**src/rtl/match_pe_arbiter_if.sv**
```systemverilog
// Request/response bundle between the job PE array, the arbiter and the shared match_pe.
`ifndef ADDR_WIDTH
`define ADDR_WIDTH 16
`endif
`ifndef MAX_MATCH_LEN_LOG2
`define MAX_MATCH_LEN_LOG2 5
`endif

interface match_pe_arbiter_if #(
  parameter int NUM_REQ      = 4,
  parameter int REQ_TAG_BITS = 6
);
  localparam int IDX_BITS    = $clog2(NUM_REQ);
  localparam int PE_TAG_BITS = IDX_BITS + REQ_TAG_BITS;
  localparam int AW          = `ADDR_WIDTH;
  localparam int LW          = `MAX_MATCH_LEN_LOG2 + 1;

  logic [NUM_REQ-1:0]              i_req_valid;
  logic [NUM_REQ-1:0]              o_req_ready;
  logic [NUM_REQ*REQ_TAG_BITS-1:0] i_req_tag;
  logic [NUM_REQ*AW-1:0]           i_req_head_addr;
  logic [NUM_REQ*AW-1:0]           i_req_history_addr;
  logic [NUM_REQ-1:0]              o_resp_valid;
  logic [NUM_REQ-1:0]              i_resp_ready;
  logic [REQ_TAG_BITS-1:0]         o_resp_tag;
  logic [LW-1:0]                   o_resp_match_len;
  logic                            o_pe_req_valid;
  logic                            i_pe_req_ready;
  logic [PE_TAG_BITS-1:0]          o_pe_req_tag;
  logic [AW-1:0]                   o_pe_req_head_addr;
  logic [AW-1:0]                   o_pe_req_history_addr;
  logic                            i_pe_resp_valid;
  logic                            o_pe_resp_ready;
  logic [PE_TAG_BITS-1:0]          i_pe_resp_tag;
  logic [LW-1:0]                   i_pe_resp_match_len;
  logic                            o_busy;
  logic                            o_err;

  modport slave (
    input  i_req_valid, i_req_tag, i_req_head_addr, i_req_history_addr, i_resp_ready,
    input  i_pe_req_ready, i_pe_resp_valid, i_pe_resp_tag, i_pe_resp_match_len,
    output o_req_ready, o_resp_valid, o_resp_tag, o_resp_match_len,
    output o_pe_req_valid, o_pe_req_tag, o_pe_req_head_addr, o_pe_req_history_addr,
    output o_pe_resp_ready, o_busy, o_err
  );

  modport master (
    output i_req_valid, i_req_tag, i_req_head_addr, i_req_history_addr, i_resp_ready,
    output i_pe_req_ready, i_pe_resp_valid, i_pe_resp_tag, i_pe_resp_match_len,
    input  o_req_ready, o_resp_valid, o_resp_tag, o_resp_match_len,
    input  o_pe_req_valid, o_pe_req_tag, o_pe_req_head_addr, o_pe_req_history_addr,
    input  o_pe_resp_ready, o_busy, o_err
  );
endinterface

```
**src/rtl/match_pe_arbiter.sv**
```systemverilog
// Round-robin share of one match_pe among NUM_REQ job PEs with per-requester credits.
// One registered stage per direction (latency 1); a stalled requester blocks all responses.
`ifndef ADDR_WIDTH
`define ADDR_WIDTH 16
`endif
`ifndef MAX_MATCH_LEN_LOG2
`define MAX_MATCH_LEN_LOG2 5
`endif

module match_pe_arbiter #(
  parameter int NUM_REQ         = 4,
  parameter int REQ_TAG_BITS    = 6,
  parameter int MAX_OUTSTANDING = 2
) (
  input  logic              clk,
  input  logic              rst,
  match_pe_arbiter_if.slave bus
);
  localparam int IDX_BITS    = $clog2(NUM_REQ);
  localparam int PE_TAG_BITS = IDX_BITS + REQ_TAG_BITS;
  localparam int CNT_BITS    = $clog2(MAX_OUTSTANDING + 1);
  localparam int AW          = `ADDR_WIDTH;
  localparam int LW          = `MAX_MATCH_LEN_LOG2 + 1;
  localparam logic [CNT_BITS-1:0] CNT_MAX   = CNT_BITS'(MAX_OUTSTANDING);
  localparam logic [CNT_BITS-1:0] CNT_ONE   = CNT_BITS'(1);
  localparam logic [IDX_BITS:0]   NUM_REQ_W = (IDX_BITS+1)'(NUM_REQ);

  logic [IDX_BITS-1:0]     rr_ptr;
  logic [CNT_BITS-1:0]     cnt [NUM_REQ];
  logic                    req_vld;
  logic [PE_TAG_BITS-1:0]  req_tag;
  logic [AW-1:0]           req_head;
  logic [AW-1:0]           req_hist;
  logic                    resp_vld;
  logic [IDX_BITS-1:0]     resp_idx;
  logic [REQ_TAG_BITS-1:0] resp_tag;
  logic [LW-1:0]           resp_len;
  logic                    err;

  logic [NUM_REQ-1:0]      eligible;
  logic                    found;
  logic [IDX_BITS-1:0]     winner;
  logic                    grant;
  logic [NUM_REQ-1:0]      grant_oh;
  logic [REQ_TAG_BITS-1:0] sel_tag;
  logic [AW-1:0]           sel_head;
  logic [AW-1:0]           sel_hist;
  logic [NUM_REQ-1:0]      resp_oh;
  logic [NUM_REQ-1:0]      resp_hs_oh;
  logic                    resp_hs;
  logic                    pe_resp_rdy;
  logic                    pe_resp_fire;
  logic [IDX_BITS-1:0]     in_idx;
  logic                    in_idx_ok;
  logic                    underflow;
  logic                    cnt_any;

  always_comb begin
    for (int k = 0; k < NUM_REQ; k++) begin
      eligible[k] = bus.i_req_valid[k] && (cnt[k] < CNT_MAX);
    end
  end

  // Scan from rr_ptr upward, wrapping at NUM_REQ; first eligible index wins.
  always_comb begin
    logic [IDX_BITS:0] cand;
    cand   = '0;
    found  = 1'b0;
    winner = '0;
    for (int i = 0; i < NUM_REQ; i++) begin
      cand = {1'b0, rr_ptr} + (IDX_BITS+1)'(i);
      if (cand >= NUM_REQ_W) cand = cand - NUM_REQ_W;
      if (!found && eligible[cand[IDX_BITS-1:0]]) begin
        found  = 1'b1;
        winner = cand[IDX_BITS-1:0];
      end
    end
  end

  assign grant = ~rst & found & (~req_vld | bus.i_pe_req_ready);

  always_comb begin
    grant_oh = '0;
    sel_tag  = '0;
    sel_head = '0;
    sel_hist = '0;
    resp_oh  = '0;
    for (int k = 0; k < NUM_REQ; k++) begin
      if (winner == IDX_BITS'(k)) begin
        sel_tag  = bus.i_req_tag[k*REQ_TAG_BITS +: REQ_TAG_BITS];
        sel_head = bus.i_req_head_addr[k*AW +: AW];
        sel_hist = bus.i_req_history_addr[k*AW +: AW];
      end
    end
    if (grant)    grant_oh[winner] = 1'b1;
    if (resp_vld) resp_oh[resp_idx] = 1'b1;
  end

  assign resp_hs_oh   = resp_oh & bus.i_resp_ready;
  assign resp_hs      = |resp_hs_oh;
  assign pe_resp_rdy  = ~rst & (~resp_vld | resp_hs);
  assign pe_resp_fire = bus.i_pe_resp_valid & pe_resp_rdy;
  assign in_idx       = bus.i_pe_resp_tag[PE_TAG_BITS-1 -: IDX_BITS];
  assign in_idx_ok    = {1'b0, in_idx} < NUM_REQ_W;

  always_comb begin
    underflow = 1'b0;
    cnt_any   = 1'b0;
    for (int k = 0; k < NUM_REQ; k++) begin
      underflow = underflow | (resp_hs_oh[k] & (cnt[k] == '0));
      cnt_any   = cnt_any | (cnt[k] != '0);
    end
  end

  always_ff @(posedge clk or posedge rst) begin
    if (rst) begin
      rr_ptr   <= '0;
      req_vld  <= 1'b0;
      req_tag  <= '0;
      req_head <= '0;
      req_hist <= '0;
      resp_vld <= 1'b0;
      resp_idx <= '0;
      resp_tag <= '0;
      resp_len <= '0;
      err      <= 1'b0;
      for (int k = 0; k < NUM_REQ; k++) cnt[k] <= '0;
    end else begin
      if (grant) begin
        rr_ptr   <= (winner == IDX_BITS'(NUM_REQ - 1)) ? '0 : winner + IDX_BITS'(1);
        req_vld  <= 1'b1;
        req_tag  <= {winner, sel_tag};
        req_head <= sel_head;
        req_hist <= sel_hist;
      end else if (bus.i_pe_req_ready) begin
        req_vld  <= 1'b0;
      end

      // Responses carrying an out-of-range index are swallowed here and flagged.
      if (pe_resp_fire && in_idx_ok) begin
        resp_vld <= 1'b1;
        resp_idx <= in_idx;
        resp_tag <= bus.i_pe_resp_tag[REQ_TAG_BITS-1:0];
        resp_len <= bus.i_pe_resp_match_len;
      end else if (resp_hs) begin
        resp_vld <= 1'b0;
      end

      for (int k = 0; k < NUM_REQ; k++) begin
        if (grant_oh[k] && !resp_hs_oh[k]) begin
          cnt[k] <= cnt[k] + CNT_ONE;
        end else if (resp_hs_oh[k] && !grant_oh[k] && cnt[k] != '0) begin
          cnt[k] <= cnt[k] - CNT_ONE;
        end
      end

      if ((pe_resp_fire && !in_idx_ok) || underflow) err <= 1'b1;
    end
  end

  assign bus.o_req_ready           = grant_oh;
  assign bus.o_resp_valid          = resp_oh;
  assign bus.o_resp_tag            = resp_tag;
  assign bus.o_resp_match_len      = resp_len;
  assign bus.o_pe_req_valid        = req_vld;
  assign bus.o_pe_req_tag          = req_tag;
  assign bus.o_pe_req_head_addr    = req_head;
  assign bus.o_pe_req_history_addr = req_hist;
  assign bus.o_pe_resp_ready       = pe_resp_rdy;
  assign bus.o_busy                = cnt_any | req_vld | resp_vld;
  assign bus.o_err                 = err;
endmodule

```
**src/flat_wrapper.sv**
```systemverilog
// flat-port wrapper written by rule: the top's interface ports become plain ports
module match_pe_arbiter_flat 
#(
  parameter int NUM_REQ         = 4,
  parameter int REQ_TAG_BITS    = 6,
  parameter int MAX_OUTSTANDING = 2
)
  (clk, rst, bus_i_req_valid, bus_i_req_tag, bus_i_req_head_addr, bus_i_req_history_addr, bus_i_resp_ready, bus_i_pe_req_ready, bus_i_pe_resp_valid, bus_i_pe_resp_tag, bus_i_pe_resp_match_len, bus_o_req_ready, bus_o_resp_valid, bus_o_resp_tag, bus_o_resp_match_len, bus_o_pe_req_valid, bus_o_pe_req_tag, bus_o_pe_req_head_addr, bus_o_pe_req_history_addr, bus_o_pe_resp_ready, bus_o_busy, bus_o_err);
  match_pe_arbiter_if #(.NUM_REQ(NUM_REQ), .REQ_TAG_BITS(REQ_TAG_BITS)) bus_i ();
  input  logic clk;
  input  logic rst;
  input wire logic [$bits(bus_i.i_req_valid)-1:0] bus_i_req_valid;
  input wire logic [$bits(bus_i.i_req_tag)-1:0] bus_i_req_tag;
  input wire logic [$bits(bus_i.i_req_head_addr)-1:0] bus_i_req_head_addr;
  input wire logic [$bits(bus_i.i_req_history_addr)-1:0] bus_i_req_history_addr;
  input wire logic [$bits(bus_i.i_resp_ready)-1:0] bus_i_resp_ready;
  input wire logic [$bits(bus_i.i_pe_req_ready)-1:0] bus_i_pe_req_ready;
  input wire logic [$bits(bus_i.i_pe_resp_valid)-1:0] bus_i_pe_resp_valid;
  input wire logic [$bits(bus_i.i_pe_resp_tag)-1:0] bus_i_pe_resp_tag;
  input wire logic [$bits(bus_i.i_pe_resp_match_len)-1:0] bus_i_pe_resp_match_len;
  output wire logic [$bits(bus_i.o_req_ready)-1:0] bus_o_req_ready;
  output wire logic [$bits(bus_i.o_resp_valid)-1:0] bus_o_resp_valid;
  output wire logic [$bits(bus_i.o_resp_tag)-1:0] bus_o_resp_tag;
  output wire logic [$bits(bus_i.o_resp_match_len)-1:0] bus_o_resp_match_len;
  output wire logic [$bits(bus_i.o_pe_req_valid)-1:0] bus_o_pe_req_valid;
  output wire logic [$bits(bus_i.o_pe_req_tag)-1:0] bus_o_pe_req_tag;
  output wire logic [$bits(bus_i.o_pe_req_head_addr)-1:0] bus_o_pe_req_head_addr;
  output wire logic [$bits(bus_i.o_pe_req_history_addr)-1:0] bus_o_pe_req_history_addr;
  output wire logic [$bits(bus_i.o_pe_resp_ready)-1:0] bus_o_pe_resp_ready;
  output wire logic [$bits(bus_i.o_busy)-1:0] bus_o_busy;
  output wire logic [$bits(bus_i.o_err)-1:0] bus_o_err;
  assign bus_i.i_req_valid = bus_i_req_valid;
  assign bus_i.i_req_tag = bus_i_req_tag;
  assign bus_i.i_req_head_addr = bus_i_req_head_addr;
  assign bus_i.i_req_history_addr = bus_i_req_history_addr;
  assign bus_i.i_resp_ready = bus_i_resp_ready;
  assign bus_i.i_pe_req_ready = bus_i_pe_req_ready;
  assign bus_i.i_pe_resp_valid = bus_i_pe_resp_valid;
  assign bus_i.i_pe_resp_tag = bus_i_pe_resp_tag;
  assign bus_i.i_pe_resp_match_len = bus_i_pe_resp_match_len;
  assign bus_o_req_ready = bus_i.o_req_ready;
  assign bus_o_resp_valid = bus_i.o_resp_valid;
  assign bus_o_resp_tag = bus_i.o_resp_tag;
  assign bus_o_resp_match_len = bus_i.o_resp_match_len;
  assign bus_o_pe_req_valid = bus_i.o_pe_req_valid;
  assign bus_o_pe_req_tag = bus_i.o_pe_req_tag;
  assign bus_o_pe_req_head_addr = bus_i.o_pe_req_head_addr;
  assign bus_o_pe_req_history_addr = bus_i.o_pe_req_history_addr;
  assign bus_o_pe_resp_ready = bus_i.o_pe_resp_ready;
  assign bus_o_busy = bus_i.o_busy;
  assign bus_o_err = bus_i.o_err;
  match_pe_arbiter #(.NUM_REQ(NUM_REQ), .REQ_TAG_BITS(REQ_TAG_BITS), .MAX_OUTSTANDING(MAX_OUTSTANDING)) u_core (.clk(clk), .rst(rst), .bus(bus_i));
endmodule
```
**config.mk**
```make
export PLATFORM = sky130hd
export DESIGN_NAME = match_pe_arbiter_flat
export DESIGN_NICKNAME = d
export VERILOG_FILES = /design/src/rtl/match_pe_arbiter_if.sv /design/src/rtl/match_pe_arbiter.sv /design/src/flat_wrapper.sv
export SDC_FILE = /design/constraint.sdc
export NUM_CORES = 1
export LEC_CHECK = 0
export ABC_AREA = 0
export BUFFER_PORTS_ARGS = -buffer_cell sky130_fd_sc_hd__buf_2
export CORE_MARGIN = 5
export CORE_UTILIZATION = 47
export DETAILED_ROUTE_END_ITERATION = 10
export GPL_TIMING_DRIVEN = 0
export PLACE_DENSITY = 0.86
export SYNTH_ARGS = -nofsm -noshare
export SYNTH_HDL_FRONTEND = slang
export SYNTH_SLANG_ARGS = --single-unit
```
**constraint.sdc**
```tcl
create_clock -name clk -period 4.7 [get_ports clk]
set_input_delay 0 -clock clk [delete_from_list [all_inputs] [get_ports clk]]
set_output_delay 0 -clock clk [all_outputs]
set_load 0.03 [all_outputs]
```
==> impl_metrics.ini, run 1 <==
[outcome]
result_of_the_run = completed

[place]
post_dp_cell_area_um2 = 5360
place_ws_ns = 1.49
place.detailed.hpwl_um = 11500
placement.io_buffers = 241
gp_congestion = 0.950

[critical_path]
worstPathMaxFanout = 10
critPathLaunch = u_core.cnt[3]
regToRegStartpoint = u_core.cnt[3]
timing.critical_path.required_ns = 4.98
crit_path_top_delay_cell = sky130_fd_sc_hd__clkbuf_1
r2r.worst_path.cells = 12
criticalPathCategory = reg -> reg
cp.depth = 12
rr_endpoint = u_core.bus.o_pe_req_history_addr[9]
timing.critical_path.cells = nand2b_2, o221ai_1, o21ai_0, o21ai_0, nand2b_1, ha_1, clkbuf_1, clkbuf_1, a221oi_1, nor3_1, a21oi_1, a21oi_1
reg2reg_setup_slack_ns = 1.39
crit_path_buf_inv_count = 2
start_kind = flop
capturing_element_of_the_worst_setup_path = u_core.bus.o_pe_req_history_addr[9]
worstSetupEndpointType = flop
critPathArrivalTime_ns = 3.59
crit_path_max_incr_delay_ns = 0.48
path_delay_family = buffers and inverters

[drt]
wl_um = 16100
first_iter_violations = 243
viasPerCell = 5.71
detailedRoute.firstPassIterationCount = 5
detail_route.wl_per_cell_um = 18.4
route.vias.total = 5003
drt_drc_violations_left = 0
final_antenna_net_count = 0

[floorplanning]
die_height_um = 103
floorplan.die.width_um = 103
std_cell_rows = 33
core_area_um2 = 8260
initial_utilization_pct = 48.7
number_of_i_o_pins = 242
die_area_um2 = 10500

[cts]
tritoncts = yes
numCtsBuffers = 9
worst_setup_hold_path_clk_slew_ns = 0.08
cts.sink_count = 67
clk_root_buffer_cell = sky130_fd_sc_hd__clkbuf_8
cts.htree.levels = 3
cts_post_setup_buffers_inserted = 0
postCtsHoldBufs = 53
post_cts_resized = 0
clk-insertion-delay-late_ns = 0.35
clock_path_buffers = 2

[layout]
area_growth_pct = 52.7
seqCellArea_um2 = 1680
final_nets = 947
filler_cell_count = 613
footprint_of_the_multi_input_gates_um2 = 2150
postLayoutCellArea_um2 = 6140
proportion_of_layout_cells_with_a_drive_suffix_above_1_pct = 37.4

[power_and_ir_drop]
share_seq_of_total_power_pct = 24.2
power.internal_mw = 2.12
power.density_cell_area_nw_per_um2 = 682
clock_power_share_pct = 14.3
total_switching_power_mw = 2.06
p_leak_nw = 2.92
maximum_resistive_drop_on_vdd_v = 0.000348
finalPower_mw = 4.19
combPwrFrac_pct = 61.5
switching_share_pct = 49.3

[synthesis]
post-synth-top-count-cell = sky130_fd_sc_hd__a21oi_1
compound_cell_area_share_of_the_yosys_netlist_pct = 22.0
fraction_of_the_mapped_netlist_area_in_adder_cells_pct = 1.24
synthTopCellsByCount = sky130_fd_sc_hd__a21oi_1 (80), sky130_fd_sc_hd__dfrtp_1 (67), sky130_fd_sc_hd__nor2_1 (49)
synth_fp_nets = 642
synth_xor_xnor_area_share_pct = 0
yosys_warnings = 0
synthesis.area_per_instance_um2 = 8.74
synth.mux.area_fraction_pct = 5.54
async_reset_ff_share_pct = 100
postSynthRegisterBits = 67
syn_area_um2 = 4020
synth_top_family_by_area = simple AND/OR/NAND/NOR gates
yosysTopAreaCell = sky130_fd_sc_hd__dfrtp_1
sequential_element_share_of_the_synthesized_area_pct = 41.7
post_synth_edffs = 0
count_of_unique_library_cells_instantiated_by_yosys = 43
synth_top_cell_area_share_pct = 41.7
syn_inst = 460
synth-simple-area-share_pct = 24.5
synth_flop_cell = sky130_fd_sc_hd__dfrtp_1
ys_top_cells_by_area = sky130_fd_sc_hd__dfrtp_1 (42%), sky130_fd_sc_hd__a21oi_1 (10%), sky130_fd_sc_hd__a221oi_1 (8.3%), sky130_fd_sc_hd__nor2b_1 (6.8%), sky130_fd_sc_hd__nor3_1 (6.0%)

[timing]
final_max_slew_viols = 0
post-route-worst-setup-slack_ns = 1.39
setup-tns-final_ns = 0
finalHoldViolCount = 0
max_freq_mhz = 302
rsz0062_at_grt = no
worst_clock_skew_ns = 0.00823
slew_headroom_pct = 43.1
finalSetupViolations = 0
post-route-min-period_ns = 3.31
fin_crit_sh_pct = 70.5
max_slew.worst_pin.slew_ns = 0.854

[global_route]
globalRouteOverflowTotal = 0
grt_busiest_layer = met2
grt_max_degree = 72
met1_usage_grt_pct = 35.1
grt_usage_pct = 30.2
first_pass_grt_wire_length_um = 24700
grtUsageMet2_pct = 51.4
antenna_found_initial = 1
number_of_global_route_vias_before_repair = 5219
gr-usage-met3_pct = 7.78

[worst_hold_path]
timing.hold.worst_path_depth = 3
worstHoldPathType = in -> reg

[flow_run]
max_cap_violations = 0
[cells by family after synthesis]
logic type               count (synthesis)
AO/OA/AOI/OAI                          142
adder cells (fa/ha/maj)                  4
buffers and inverters                   42
flip-flops                              67
multiplexers                            17
AND/OR/NAND/NOR                        188
[worst min path at each step]
stage / from / to / slack, ns
6_report: bus_i_req_history_addr[61] / u_core.bus.o_pe_req_history_addr[13] / 0.02
5_1_grt: bus_i_req_history_addr[61] / u_core.bus.o_pe_req_history_addr[13] / 0.02
4_1_cts: bus_i_req_history_addr[61] / u_core.bus.o_pe_req_history_addr[13] / 0.0004
3_5_place_dp: bus_i_pe_resp_match_len[4] / u_core.bus.o_resp_match_len[4] / 0.22
3_3_place_gp: bus_i_pe_resp_match_len[2] / u_core.bus.o_resp_match_len[2] / 0.22
2_1_floorplan: bus_i_pe_resp_valid / u_core.resp_vld / 0.13
[sequential cells by signal, indices dropped and copies added, names as in the netlist]
register and flops:
u_core.resp_idx 2, u_core.bus.o_pe_req_head_addr 16, u_core.bus.o_resp_match_len 6, u_core.bus.o_pe_req_tag 8, u_core.resp_vld 1, u_core.bus.o_pe_req_valid 1, u_core.cnt 8, u_core.bus.o_err 1
u_core.bus.o_resp_tag 6, u_core.bus.o_pe_req_history_addr 16, u_core.rr_ptr 2
[routing by layer]
layer | vias to the layer above | part of all wire (%)
met5 | - | 0
met2 | 319 | 50
met3 | 54 | 9.6
met1 | 2328 | 36
li1 | 2302 | -
met4 | 0 | 3.7
[power by group through the flow]
stage | Combinational (mW) | Sequential [mW] | Clock [mW]
floorplan | 1.35 | 1.41 | 0
global placement | 2.42 | 1.00 | 0
detailed placement | 2.50 | 1.01 | 0
CTS | 2.54 | 1.00 | 0.602
global route | 2.81 | 1.04 | 0.632
finish | 2.57 | 1.01 | 0.597
[cell usage in the layout, fill, tap and decap left out, drive strengths merged, types with 12 or more instances in the layout]
| cell | netlist | final |
|---|---|---|
| nand2 | 16 | 16 |
| a221oi | 38 | 38 |
| clkbuf | 23 | 32 |
| a21oi | 80 | 80 |
| o21ai | 12 | 12 |
| nor3 | 49 | 49 |
| dfrtp | 67 | 67 |
| nor2 | 49 | 49 |
| nor2b | 44 | 44 |
| buf | 15 | 256 |
| mux2 | 15 | 15 |
| dlygate4sd3 | 0 | 53 |
[final cells by class]
class,instances,area share (%)
antenna,1,0.0407
buffer,38,2.99
clock buffer,9,2.02
clock inverter,7,2.02
inverter,4,0.285
multi-input combinational,351,34.9
sequential,67,27.3
tap,105,2.14
timing repair buffer,294,28.3
[worst reg2reg max path, cell delays in order, from the launching register on]
cell,delay (ns)
sky130_fd_sc_hd__dfrtp_1,0.46
sky130_fd_sc_hd__nand2b_2,0.25
sky130_fd_sc_hd__o221ai_1,0.19
sky130_fd_sc_hd__o21ai_0,0.12
sky130_fd_sc_hd__o21ai_0,0.18
sky130_fd_sc_hd__nand2b_1,0.20
sky130_fd_sc_hd__ha_1,0.30
sky130_fd_sc_hd__clkbuf_1,0.42
sky130_fd_sc_hd__clkbuf_1,0.48
sky130_fd_sc_hd__a221oi_1,0.11
sky130_fd_sc_hd__nor3_1,0.30
sky130_fd_sc_hd__a21oi_1,0.09
sky130_fd_sc_hd__a21oi_1,0.16
[through the flow]
stage / hold slack [ns] / std cells / util (%)
6_report: 0.0159 / 876 / 74.4
2_1_floorplan: 0.131 / 460 / -
3_3_place_gp: 0.217 / 806 / 64.9
4_1_cts: 0.000361 / 875 / 74.3
5_1_grt: 0.0229 / 876 / 74.4
3_5_place_dp: 0.222 / 806 / 64.9
Note: power is estimated with default switching activity, not from simulation.
==> inputs of run 2 (changes only) <==
Settings changed: CORE_UTILIZATION 47 to 44, PLACE_DENSITY 0.86 to 0.81.
Clock period 4.7 ns to 3.4 ns, I/O delays scaled along.
==> impl_metrics.ini, run 2 (synthesized netlist as in run 1, its figures left out) <==
[power_and_ir_drop]
switching_share_pct = 50.0
share_seq_of_total_power_pct = 24.6
p_leak_nw = 2.90
maximum_resistive_drop_on_vdd_v = 0.000483
total_switching_power_mw = 2.82
power.density_cell_area_nw_per_um2 = 924
combPwrFrac_pct = 63.4
finalPower_mw = 5.63
power.internal_mw = 2.81
clock_power_share_pct = 12.0

[timing]
max_slew.worst_pin.slew_ns = 0.862
post-route-worst-setup-slack_ns = 0.262
fin_crit_sh_pct = 92.3
slew_headroom_pct = 42.5
worst_clock_skew_ns = 0.0138
finalHoldViolCount = 0
post-route-min-period_ns = 3.14
final_max_slew_viols = 0
max_freq_mhz = 319
whs_ns = 0.0116
finalSetupViolations = 0
rsz0062_at_grt = yes
setup-tns-final_ns = 0

[drt]
detailedRoute.firstPassIterationCount = 7
first_iter_violations = 256
viasPerCell = 5.66
route.vias.total = 4954
final_antenna_net_count = 0
drt_drc_violations_left = 0
detail_route.wl_per_cell_um = 18.2
wl_um = 15900

[critical_path]
regToRegStartpoint = u_core.cnt[1]
start_kind = flop
worstPathMaxFanout = 10
critPathLaunch = u_core.cnt[1]
crit_path_top_delay_cell = sky130_fd_sc_hd__dfrtp_1
critPathArrivalTime_ns = 3.36
worstSetupEndpointType = flop
criticalPathCategory = reg -> reg
timing.critical_path.required_ns = 3.62
timing.critical_path.cells = nand2b_1, nand2_1, o21ai_0, nand2b_1, ha_1, clkbuf_1, clkbuf_2, nor2b_1, nor3_1, a21oi_1, a21oi_1
crit_path_buf_inv_count = 2
path_delay_family = simple AND/OR/NAND/NOR gates
crit_path_max_incr_delay_ns = 0.49

[place]
place_inst = 809
place.detailed.hpwl_um = 11600
place_ws_ns = 0.185
post_dp_cell_area_um2 = 5370
placement.io_buffers = 241
gp_congestion = 0.908

[floorplanning]
initial_utilization_pct = 45.7
die_height_um = 106
std_cell_rows = 34
floorplan.die.width_um = 106
core_area_um2 = 8810
die_area_um2 = 11200
number_of_i_o_pins = 242

[layout]
area_growth_pct = 51.5
post-route-util_pct = 69.2
seqCellArea_um2 = 1680
proportion_of_layout_cells_with_a_drive_suffix_above_1_pct = 38.0
num_antenna_cells = 0
final_nets = 945
mostFrequentLayoutCell = sky130_fd_sc_hd__buf_2
footprint_of_the_multi_input_gates_um2 = 2150
postLayoutCellArea_um2 = 6090
finalNonFillerCells = 876
mostFrequentLayoutCells = sky130_fd_sc_hd__buf_2 (250), sky130_fd_sc_hd__a21oi_1 (80), sky130_fd_sc_hd__dfrtp_1 (67), sky130_fd_sc_hd__dlygate4sd3_1 (52), sky130_fd_sc_hd__nor2_1 (49)
filler_cell_count = 701

[global_route]
first_pass_grt_wire_length_um = 25000
number_of_global_route_vias_before_repair = 5094
globalRouteOverflowTotal = 0
antenna_found_initial = 0
grt_max_degree = 72
grt_usage_pct = 27.7

[cts]
tritoncts = yes
worst_setup_hold_path_clk_slew_ns = 0.08
cts.htree.levels = 3
clk-insertion-delay-late_ns = 0.34
cts.sink_count = 67
cts_post_setup_buffers_inserted = 0
numCtsBuffers = 9
clk_root_buffer_cell = sky130_fd_sc_hd__clkbuf_8
clock_path_buffers = 2

[worst_hold_path]
hold_start = bus_i_req_tag[20]
worstHoldPathType = in -> reg

[flow_run]
max_cap_violations = 0

[outcome]
result_of_the_run = completed
## run 2: per-layer routing
metal	track usage, %	vias to the layer above	part of all wire (%)
met5	0	-	0
met4	10.2	0	2.7
met3	5.44	36	8.1
met2	49.8	292	52
met1	32.9	2342	38
li1	-	2284	-
## run 2: layout make-up
type	instances	share of cell area (%)
Clock buffer	11	2.32
Multi-Input combinational cell	351	35.2
Sequential cell	67	27.5
Inverter	4	0.288
Tap cell	108	2.22
Buffer	37	3.06
Clock inverter	5	1.01
Timing Repair Buffer	293	28.3
## run 2: power by group through the flow
stage,sequential (mW),clock (mW),combinational (mW)
floorplan,1.95,0,1.87
global placement,1.37,0,3.37
detailed placement,1.39,0,3.48
CTS,1.38,0.687,3.53
global route,1.43,0.734,3.87
finish,1.38,0.676,3.57
## run 2: final timing paths
kind,endpoint,cells past startpoint,slack [ns]
min,u_core.bus.o_pe_req_tag[2],3,0.01
min in group asynchronous,u_core.bus.o_pe_req_valid,3,0.44
min reg2reg,u_core.bus.o_pe_req_tag[7],1,0.49
max in group asynchronous,u_core.cnt[4],3,2.39
max reg2reg,u_core.bus.o_pe_req_tag[2],11,0.26
max,u_core.bus.o_pe_req_tag[2],11,0.26
## run 2: tightest hold or removal path, delay by kind of cell
family / cells / cell delay (ns)
AOI/OAI and AO/OA: 2 / 0.21
buffers and inverters: 1 / 0.10
## run 2: what timing repair did
action / 4_1_cts / 5_1_grt
endpoints found under the setup margin: 0 / 24
hold endpoints to repair: 118 / 0
hold buffers: 52 / 0
gates resized for setup: 0 / 10
